## src/rtl/fetch_unit_pkg.sv

```systemverilog
// rtl/fetch_unit_pkg.sv - shared opcode constants and fetch FSM state encoding
// Used by fetch_unit and program_rom so that both agree on opcode values.
// No ports.

package fetch_unit_pkg;

   localparam logic [3:0] OP_HALT      = 4'd0;
   localparam logic [3:0] OP_SOMA      = 4'd1;
   localparam logic [3:0] OP_SUBTRACAO = 4'd2;
   localparam logic [3:0] OP_MULT      = 4'd3;
   localparam logic [3:0] OP_DIV       = 4'd4;
   localparam logic [3:0] OP_AND       = 4'd5;
   localparam logic [3:0] OP_OR        = 4'd6;
   localparam logic [3:0] OP_XOR       = 4'd7;

   typedef enum logic [2:0] {
      ST_IDLE    = 3'd0,
      ST_ISSUE   = 3'd1,
      ST_CAPTURE = 3'd2,
      ST_OFFER   = 3'd3,
      ST_DONE    = 3'd4
   } fetch_state_t;

endpackage

```

## src/rtl/fetch_unit.sv

```systemverilog
// rtl/fetch_unit.sv - instruction fetch sequencer, reader side of program_rom
// Ports:
//   clk, rst        clock (rising edge), asynchronous active-high reset
//   start           begin fetching at address 0 (honoured in IDLE/DONE only)
//   addr_p          ROM address, registered copy of pc
//   out_prom        ROM read data, valid the cycle after addr_p is sampled
//   op_out/op_valid captured opcode offered to the decoder
//   op_ready        decoder accepts op_out when op_valid && op_ready
//   pc              address of the opcode in flight or offered
//   busy            high in ISSUE, CAPTURE and OFFER
//   halted          high in DONE when the sequence ended on HALT_OP

module fetch_unit
   import fetch_unit_pkg::*;
#(
   parameter int                 ADDR_W    = 4,
   parameter int                 DATA_W    = 4,
   parameter logic [ADDR_W-1:0]  LAST_ADDR = ADDR_W'(15),
   parameter logic [DATA_W-1:0]  HALT_OP   = DATA_W'(OP_HALT)
)(
   input  logic              clk,
   input  logic              rst,
   input  logic              start,
   output logic [ADDR_W-1:0] addr_p,
   input  logic [DATA_W-1:0] out_prom,
   output logic [DATA_W-1:0] op_out,
   output logic              op_valid,
   input  logic              op_ready,
   output logic [ADDR_W-1:0] pc,
   output logic              busy,
   output logic              halted
);

   fetch_state_t      state, state_next;
   logic [ADDR_W-1:0] pc_next;
   logic [DATA_W-1:0] op_out_next;
   logic              op_valid_next;
   logic              halted_next;

   // addr_p is loaded from the same next value as pc so the two never differ.
   always_ff @(posedge clk or posedge rst) begin
      if (rst) begin
         state    <= ST_IDLE;
         pc       <= '0;
         addr_p   <= '0;
         op_out   <= '0;
         op_valid <= 1'b0;
         halted   <= 1'b0;
      end else begin
         state    <= state_next;
         pc       <= pc_next;
         addr_p   <= pc_next;
         op_out   <= op_out_next;
         op_valid <= op_valid_next;
         halted   <= halted_next;
      end
   end

   always_comb begin
      state_next    = state;
      pc_next       = pc;
      op_out_next   = op_out;
      op_valid_next = op_valid;
      halted_next   = halted;

      case (state)
         ST_IDLE, ST_DONE: begin
            if (start) begin
               pc_next     = '0;
               halted_next = 1'b0;
               state_next  = ST_ISSUE;
            end
         end
         // The ROM registers addr_p on the edge that ends ISSUE.
         ST_ISSUE: begin
            state_next = ST_CAPTURE;
         end
         ST_CAPTURE: begin
            if (out_prom == HALT_OP) begin
               halted_next = 1'b1;
               state_next  = ST_DONE;
            end else begin
               op_out_next   = out_prom;
               op_valid_next = 1'b1;
               state_next    = ST_OFFER;
            end
         end
         ST_OFFER: begin
            if (op_ready) begin
               op_valid_next = 1'b0;
               if (pc == LAST_ADDR) begin
                  halted_next = 1'b0;
                  state_next  = ST_DONE;
               end else begin
                  pc_next    = pc + ADDR_W'(1);
                  state_next = ST_ISSUE;
               end
            end
         end
         default: begin
            state_next    = ST_IDLE;
            op_valid_next = 1'b0;
         end
      endcase
   end

   assign busy = (state == ST_ISSUE) || (state == ST_CAPTURE) || (state == ST_OFFER);

endmodule

```

## config.mk

```make
export PLATFORM = sky130hd
export DESIGN_NAME = fetch_unit
export DESIGN_NICKNAME = d
export VERILOG_FILES = /design/src/rtl/fetch_unit_pkg.sv /design/src/rtl/fetch_unit.sv
export SDC_FILE = /design/constraint.sdc
export NUM_CORES = 1
export LEC_CHECK = 0
export BUFFER_PORTS_ARGS = -buffer_cell sky130_fd_sc_hd__buf_2
export CAP_MARGIN = 20
export CORE_MARGIN = 3
export CORE_UTILIZATION = 48
export DETAILED_ROUTE_END_ITERATION = 8
export GPL_TIMING_DRIVEN = 0
export PLACE_DENSITY = 0.81
export SYNTH_ARGS = -nofsm -noshare
export SYNTH_HDL_FRONTEND = slang
export SYNTH_SLANG_ARGS = --single-unit
export TNS_END_PERCENT = 10
```

## constraint.sdc

```tcl
create_clock -name clk -period 1.8 [get_ports clk]
set_input_delay 0.36 -clock clk [delete_from_list [all_inputs] [get_ports clk]]
set_output_delay 0.36 -clock clk [all_outputs]
set_load 0.05 [all_outputs]
```

==> results of run 1 <==
-- how the worst min path moves through the flow --
stage	startpoint	slack [ps]	depth (start not counted)	to
2_1_floorplan	rst	240	1	halted
3_3_place_gp	rst	410	2	op_out[2]
3_5_place_dp	rst	420	2	pc[0]
4_1_cts	rst	110	2	pc[0]
5_1_grt	rst	130	2	pc[0]
6_report	rst	80	2	pc[0]
-- registers in the layout, indices dropped and copies added (netlist names) --
signal / flops
halted: 1
op_out: 4
op_valid: 1
pc: 4
state: 3
-- Yosys cell counts, drive strengths merged --
| master | n |
|---|---|
| nor2 | 2 |
| clkbuf | 3 |
| o311ai | 2 |
| nand3b | 3 |
| mux2i | 5 |
| a22o | 4 |
| a41o | 1 |
| nor2b | 3 |
| o2111ai | 1 |
| dfrtp | 13 |
| o21ai | 6 |
| nor4bb | 1 |
| or4 | 1 |
| inv | 3 |
| a21oi | 4 |
| nor3b | 2 |
| ha | 1 |
| nor3 | 1 |
| or3b | 2 |
| nand3 | 2 |
| nand2 | 8 |
| o22ai | 1 |
| buf | 4 |
-- metrics by stage --
step / util, % / hold slack [ps] / std cells / cell area [um^2]
floorplan: - / 237.0 / 73 / 726.9
global placement: 62.64 / 410.5 / 110 / 855.8
detailed placement: 62.64 / 424.0 / 110 / 855.8
CTS: 64.38 / 106.0 / 113 / 879.6
global route: 64.74 / 129.6 / 113 / 884.6
finish: 64.74 / 84.54 / 113 / 884.6
-- cells by family after synthesis --
kind of cell	share of synthesized area, %
AO/OA/AOI/OAI	17.73
adder cells (fa/ha/maj)	1.721
buffers and inverters	7.229
flip-flops	44.75
multiplexers	6.885
AND/OR/NAND/NOR	21.69
-- timing repair --
action | CTS | global route
setup endpoints to repair | 1 | 1
hold buffers | 0 | 0
resized for setup | 1 | 3
-- worst reg2reg max path, cell delays in order, from the launching register on --
cell and delay [ps]:
dfrtp_1 370, clkbuf_1 200, nand3b_1 310, nor3b_2 340
mux2i_1 290
-- routing by layer --
metal  GRT usage (%)  up-vias  wire length, um
met5               0        -                0
met4           7.018        0               34
met3           4.382        5               75
met2           30.95       16              847
met1           25.06      300              707
li1                -      314                -
-- cell type report --
| cell class | count | area, um^2 | area share, % |
|---|---|---|---|
| Multi-Input combinational cell | 50 | 351.6 | 39.75 |
| Sequential cell | 13 | 325.3 | 36.78 |
| Timing Repair Buffer | 22 | 112.6 | 12.73 |
| Buffer | 6 | 38.79 | 4.385 |
| Clock buffer | 4 | 26.28 | 2.970 |
| Tap cell | 15 | 18.77 | 2.122 |
| Inverter | 3 | 11.26 | 1.273 |
==> metrics, run 1 <==
total iterations of the first detailed-routing run 4; Synth top area share 44.75%; average size of a mapped cell 9.958 um^2; Worst Reg-to-Reg Cells 4; dominant cells by area after synthesis dfrtp_1, mux2i_1, o21ai_0; run status finished clean; required time of the critical path 1440 ps; sequential-to-total area share from yosys stat 44.75%; DR vias/cell 5.619; starting density of the core 53.21%; Die ar. 2017 um^2; reg-to-reg endpoint pc[1]; CP Capture Type output port; H-tree lvl count 1; initial antenna violation count 0; # diodes 0; commonest non-fill, non-tap cell in the layout buf_2; Final Hold Viols 0; CTS tree built; Levels on crit path 4; Post-Syn Instances 73; Setup Viol. Count Final 0; Netlist Area Pre-Place 726.9 um^2; Final Critical Period 1697 ps; Max Fclk 0.5894 GHz; unrepaired setup endpoints after global routing false; Critical Path Start state[0]; max_slew headroom 66.04%; largest net degree at the start of global routing 14; # DRC 0; area grow syn2layout 21.69%; Syn Nets 82; initial DRC count 21; Final Worst Setup Slack 103.2 ps; Via Count 635; Worst path top cell family by delay flip-flops; R2R setup slack 200 ps; first-pass GRT wire length 2760 um; CP Data Arrival Time 1340 ps; global placement routability congestion 0.8080; share of cells above drive strength 1 36.73%; most frequent cells in the layout buf_2, dfrtp_1, nand2_1; maximum fanout along the worst path 10; row count 13; detailed placer's ending HPWL 1241 um; Crit-path slowest cell dfrtp_1; Ports 23; final setup skew 10.33 ps; CTS Buffer Depth 2; Skew-Pair Late Insertion Delay 290 ps; total global-route track usage 19.15%; Synth Register Bits 13; Cell variety after synth 26; worst-margin pin slew 508.8 ps; slowest stage delay, CP 430 ps; Die X 44.92 um; worst r2r src state[2]; Post-Route WL 1665 um; Critical Path Source Type flip-flop; CTS buffer count 3; total grt overflow 0; Antenna Violating Nets Remaining 0; Total Neg Setup Slack 0 ps; max-cap violation count 0; period utilization 94.26%; worst min path class input pin to async pin; Die Y 44.92 um; Yosys top cell by area dfrtp_1; # Post-CTS Setup Buffers 0; CP cell instances buf_2 -> nor2_2 -> nor2_1 -> clkbuf_4; vias in the first global route 585; Placement Setup Slack 159.1 ps; worst setup path endpoint busy; Fill cells 123; input/output buffers 22; Root Buffer clkbuf_4; fin. max-slew vios 0; fin nets 108; Clk pin slew, worst setup/hold paths 90 ps; Synthesis Warnings 0; Avg WL per Cell 14.73 um; Crit Path Class flip-flop to output port; Core Region 1366 um^2; CP bufs+invs 2; clock sink count 13
Power of run 1 is not shown: default switching activity piles up to over one toggle a cycle in this logic, so the estimate is an artifact.
==> run 2: changes to the inputs <==
--- a/config.mk
+++ b/config.mk
@@ -7,7 +7,6 @@
 export LEC_CHECK = 0
 export BUFFER_PORTS_ARGS = -buffer_cell sky130_fd_sc_hd__buf_2
 export CAP_MARGIN = 20
-export CORE_MARGIN = 3
 export CORE_UTILIZATION = 48
 export DETAILED_ROUTE_END_ITERATION = 8
 export GPL_TIMING_DRIVEN = 0
==> constraint.sdc (replaced) <==
create_clock -name clk -period 1.8 [get_ports clk]
set_input_delay 0.36 -clock clk [delete_from_list [all_inputs] [get_ports clk]]
set_output_delay 0.36 -clock clk [all_outputs]
set_load 0.01 [all_outputs]
==> metrics, run 2 (synthesis gave the netlist of run 1 again) <==
final setup skew 0.5954 ps; worst min path class input pin to async pin; share of cells above drive strength 1 36.36%; fin nets 109; Via Count 658; CTS buffer count 3; # Post-CTS Setup Buffers 0; PwrDens 1714 nW/um^2; Post-Route WL 1549 um; starting density of the core 53.85%; Ports 23; Root Buffer clkbuf_4; worst-margin pin slew 501.3 ps; Post-DP Area 855.8 um^2; initial DRC count 7; H-tree lvl count 1; Clk pin slew, worst setup/hold paths 80 ps; Die ar. 1674 um^2; Avg WL per Cell 13.59 um; Placement Setup Slack 139.6 ps; detailed placer's ending HPWL 1167 um; commonest non-fill, non-tap cell in the layout buf_2; DR vias/cell 5.772; first-pass GRT wire length 2228 um; Peak VDD IR 0.9032 mV; max_slew headroom 66.54%; CP Capture Type output port; Die Y 40.92 um; Critical Path Source Type flip-flop; most frequent cells in the layout buf_2, dfrtp_1, nand2_1; Max Fclk 0.5981 GHz; post-route cell area 884.6 um^2; Setup Viol. Count Final 0; Final Worst Setup Slack 128.1 ps; input/output buffers 22; maximum fanout along the worst path 10; CTS Buffer Depth 2; max-cap violation count 0; area grow syn2layout 21.69%; Crit Path Class flip-flop to output port; period utilization 92.88%; clock sink count 13; largest net degree at the start of global routing 14; global placement routability congestion 0.8068; Worst Reg-to-Reg Cells 4; total iterations of the first detailed-routing run 4; initial antenna violation count 0; Total Power 1.516 mW; # diodes 0; required time of the critical path 1440 ps; biggest registers after layout op_out x4, pc x4, state x3; Skew-Pair Late Insertion Delay 270 ps; run status finished clean; Final Hold Viols 0; Antenna Violating Nets Remaining 0; Post-CTS Resized 0; static leakage 0.4431 nW; total grt overflow 0; vias in the first global route 536; total global-route track usage 20.91%; # DRC 0; Total Neg Setup Slack 0 ps; fin. max-slew vios 0; CP Data Arrival Time 1310 ps; CTS tree built; Die X 40.92 um; Final Critical Period 1672 ps; row count 13; Core Region 1350 um^2; final core utilization 65.52%; CTS Hold Bufs 0; unrepaired setup endpoints after global routing false
## run 2: changes by cell type in the layout (fill, tap and decap cells not counted)
cell | before | now
nor2_1 | 1 | 2
nor2_2 | 1 | 0
clkbuf_2 | 0 | 2
clkbuf_4 | 4 | 3
## run 2: power by group
| group | switching, mW | total [mW] | internal (mW) |
|---|---|---|---|
| clock network | 0.0948 | 0.181 | 0.0859 |
| registers | 0.117 | 0.539 | 0.422 |
| logic | 0.419 | 0.797 | 0.378 |
## run 2: per-layer routing
metal  up-vias  share of wire [%]  GRT usage [%]
met5         -                  0              0
met4         0               0.90          10.00
met3         4                2.2          4.891
met2         8                 48          32.81
met1       321                 48          26.69
li1        325                  -              -
## run 2: cell type report
type                    count  area (um^2)
repair buffers             22        110.1
fillers                   122        465.4
multi-input cells          50        349.1
plain buffers               7        43.79
flip-flops and latches     13        325.3
inverters                   3        11.26
well taps                  15        18.77
clock buffers               4        26.28
## run 2: final timing paths
kind | from | end | slack [ps]
worst max-delay path | state[0] | busy | 130
worst min-delay path | rst | pc[1] | 100
worst max register to register | state[2] | pc[0] | 300
worst min register to register | op_out[2] | op_out[2] | 500
max in group asynchronous | rst | pc[2] | 1370
min in group clk | out_prom[0] | op_out[0] | 330
## run 2: critical path: stages, from the launching register on
cell and delay [ps]:
dfrtp_1 420, clkbuf_2 200, nor2_1 210, nor2_1 60, buf_2 150
## run 2: metrics by stage
stage	instances	hold slack [ps]
after CTS	114	120.2
after detailed placement	110	415.9
final	114	95.81
after floorplan	73	237.0
after global placement	110	402.5
after global routing	114	141.6
(Power assumes the default switching activity.)
==> run 3: changes to the inputs <==
--- a/config.mk
+++ b/config.mk
@@ -14,4 +14,3 @@
 export SYNTH_ARGS = -nofsm -noshare
 export SYNTH_HDL_FRONTEND = slang
 export SYNTH_SLANG_ARGS = --single-unit
-export TNS_END_PERCENT = 10
==> constraint.sdc (replaced) <==
create_clock -name clk -period 1.6 [get_ports clk]
set_input_delay 0.32 -clock clk [delete_from_list [all_inputs] [get_ports clk]]
set_output_delay 0.32 -clock clk [all_outputs]
set_load 0.01 [all_outputs]
==> metrics, run 3 (synthesis gave the netlist of run 1 again) <==
global placement routability congestion 0.8068; CTS tree built; Clock power frac 11.7%; part of the power in registers 34.3%; Max Fclk 0.6470 GHz; CP Data Arrival Time 1230 ps; Sw Share 41.71%; total iterations of the first detailed-routing run 4; Core Region 1350 um^2; unrepaired setup endpoints after global routing false; CTS Buffer Depth 2; total global-route track usage 20.91%; Via Count 651; detailed placer's ending HPWL 1167 um; commonest non-fill, non-tap cell in the layout buf_2; Die Y 40.92 um; Ports 23; max-cap violation count 0; Setup Viol. Count Final 0; worst min path class input pin to async pin; Placed Cells 110; total grt overflow 0; worst-margin pin slew 501.0 ps; row count 13; Avg WL per Cell 13.54 um; Finished Layout Cells 115; Post-Route WL 1557 um; CTS Hold Bufs 0; fin nets 110; max_slew headroom 66.56%; Final Hold Viols 0; Clk pin slew, worst setup/hold paths 80 ps; Gate power share 54.1%; Crit Path Class flip-flop to output port; run status finished clean; Root Buffer clkbuf_4; share of cells above drive strength 1 38.00%; period utilization 96.59%; # diodes 0; maximum fanout along the worst path 10; final setup skew 0.9200 ps; CTS buffer count 3; biggest registers after layout op_out x4, pc x4, state x3; H-tree lvl count 1; starting density of the core 53.85%; input/output buffers 22; initial antenna violation count 0; area grow syn2layout 24.96%; Die ar. 1674 um^2; fin. max-slew vios 0; # DRC 0; Final Critical Period 1546 ps; most frequent cells in the layout buf_2, dfrtp_1, nand2_1; required time of the critical path 1280 ps; final core utilization 67.28%; Critical Path Source Type flip-flop; Placement Setup Slack -20.44 ps; Die X 40.92 um; PwrDens 1947 nW/um^2; Final Worst Setup Slack 54.50 ps; CP Capture Type output port; cell-internal power 1.031 mW; largest net degree at the start of global routing 14; Psw 737.5 uW; Skew-Pair Late Insertion Delay 280 ps; Peak VDD IR 1.018 mV; vias in the first global route 536; DR vias/cell 5.661; initial DRC count 2; hold_ws 51.30 ps; Antenna Violating Nets Remaining 0; first-pass GRT wire length 2228 um; static leakage 0.4498 nW; clock sink count 13
==> run 3: cell types whose count changed in the layout (fill, tap and decap cells not counted) <==
cell and delta:
buf_2 +1, buf_4 +1, clkbuf_2 -2, clkbuf_4 +1
nor2_1 -1, nor2_4 +1, nor3b_2 -1, nor3b_4 +1
o311ai_0 -1, o311ai_1 +1
==> run 3: cell type report <==
cell class,instances,area [um^2]
inverter,3,11.26
multi-input combinational,50,362.8
timing repair buffer,23,117.6
tap,15,18.77
clock buffer,4,26.28
buffer,7,46.29
fill,118,441.7
sequential,13,325.3
==> run 3: through the flow <==
stage / power, mW / cell area [um^2] / setup TNS [ps]
detailed placement: 1.499 / 855.8 / -38.38
finish: 1.768 / 908.4 / 0
CTS: 1.716 / 887.1 / 0
global route: 1.901 / 908.4 / 0
floorplan: 1.206 / 726.9 / 0
global placement: 1.466 / 855.8 / -11.39
==> run 3: worst paths after layout <==
| check | slack [ps] | depth (start not counted) | end | from |
|---|---|---|---|---|
| worst max-delay path | 50 | 4 | busy | state[0] |
| worst min-delay path | 50 | 2 | pc[1] | rst |
| worst max register to register | 100 | 4 | pc[0] | state[2] |
| worst min register to register | 500 | 1 | op_out[2] | op_out[2] |
| max in group asynchronous | 1210 | 2 | op_out[0] | rst |
| min in group clk | 280 | 2 | op_out[0] | out_prom[0] |
==> run 3: what timing repair did <==
action                                  4_1_cts  5_1_grt
endpoints found under the hold margin         0        0
setup buffers                                 0        1
gates resized for setup                       3        6
pin swaps                                     0        0
gates cloned                                  0        0
endpoints found under the setup margin        1        2
==> run 3: power by group through the flow <==
| stage | logic (mW) | registers (mW) | clock network [mW] |
|---|---|---|---|
| global placement | 0.855 | 0.611 | 0 |
| detailed placement | 0.885 | 0.614 | 0 |
| floorplan | 0.556 | 0.651 | 0 |
| finish | 0.956 | 0.606 | 0.206 |
| global route | 1.06 | 0.628 | 0.214 |
| CTS | 0.904 | 0.606 | 0.206 |
==> run 3: per-layer routing <==
layer | vias up | global-route usage [%] | share of wire (%)
li1 | 327 | - | -
met3 | 4 | 4.891 | 2.1
met5 | - | 0 | 0
met4 | 0 | 10.00 | 1.7
met2 | 9 | 32.81 | 48
met1 | 311 | 26.69 | 48
==> run 3: critical path, cell delays in order (launching register included) <==
cell and delay, ps:
dfrtp_1 420, clkbuf_4 200, nor2_4 130, nor2_1 50
buf_2 150
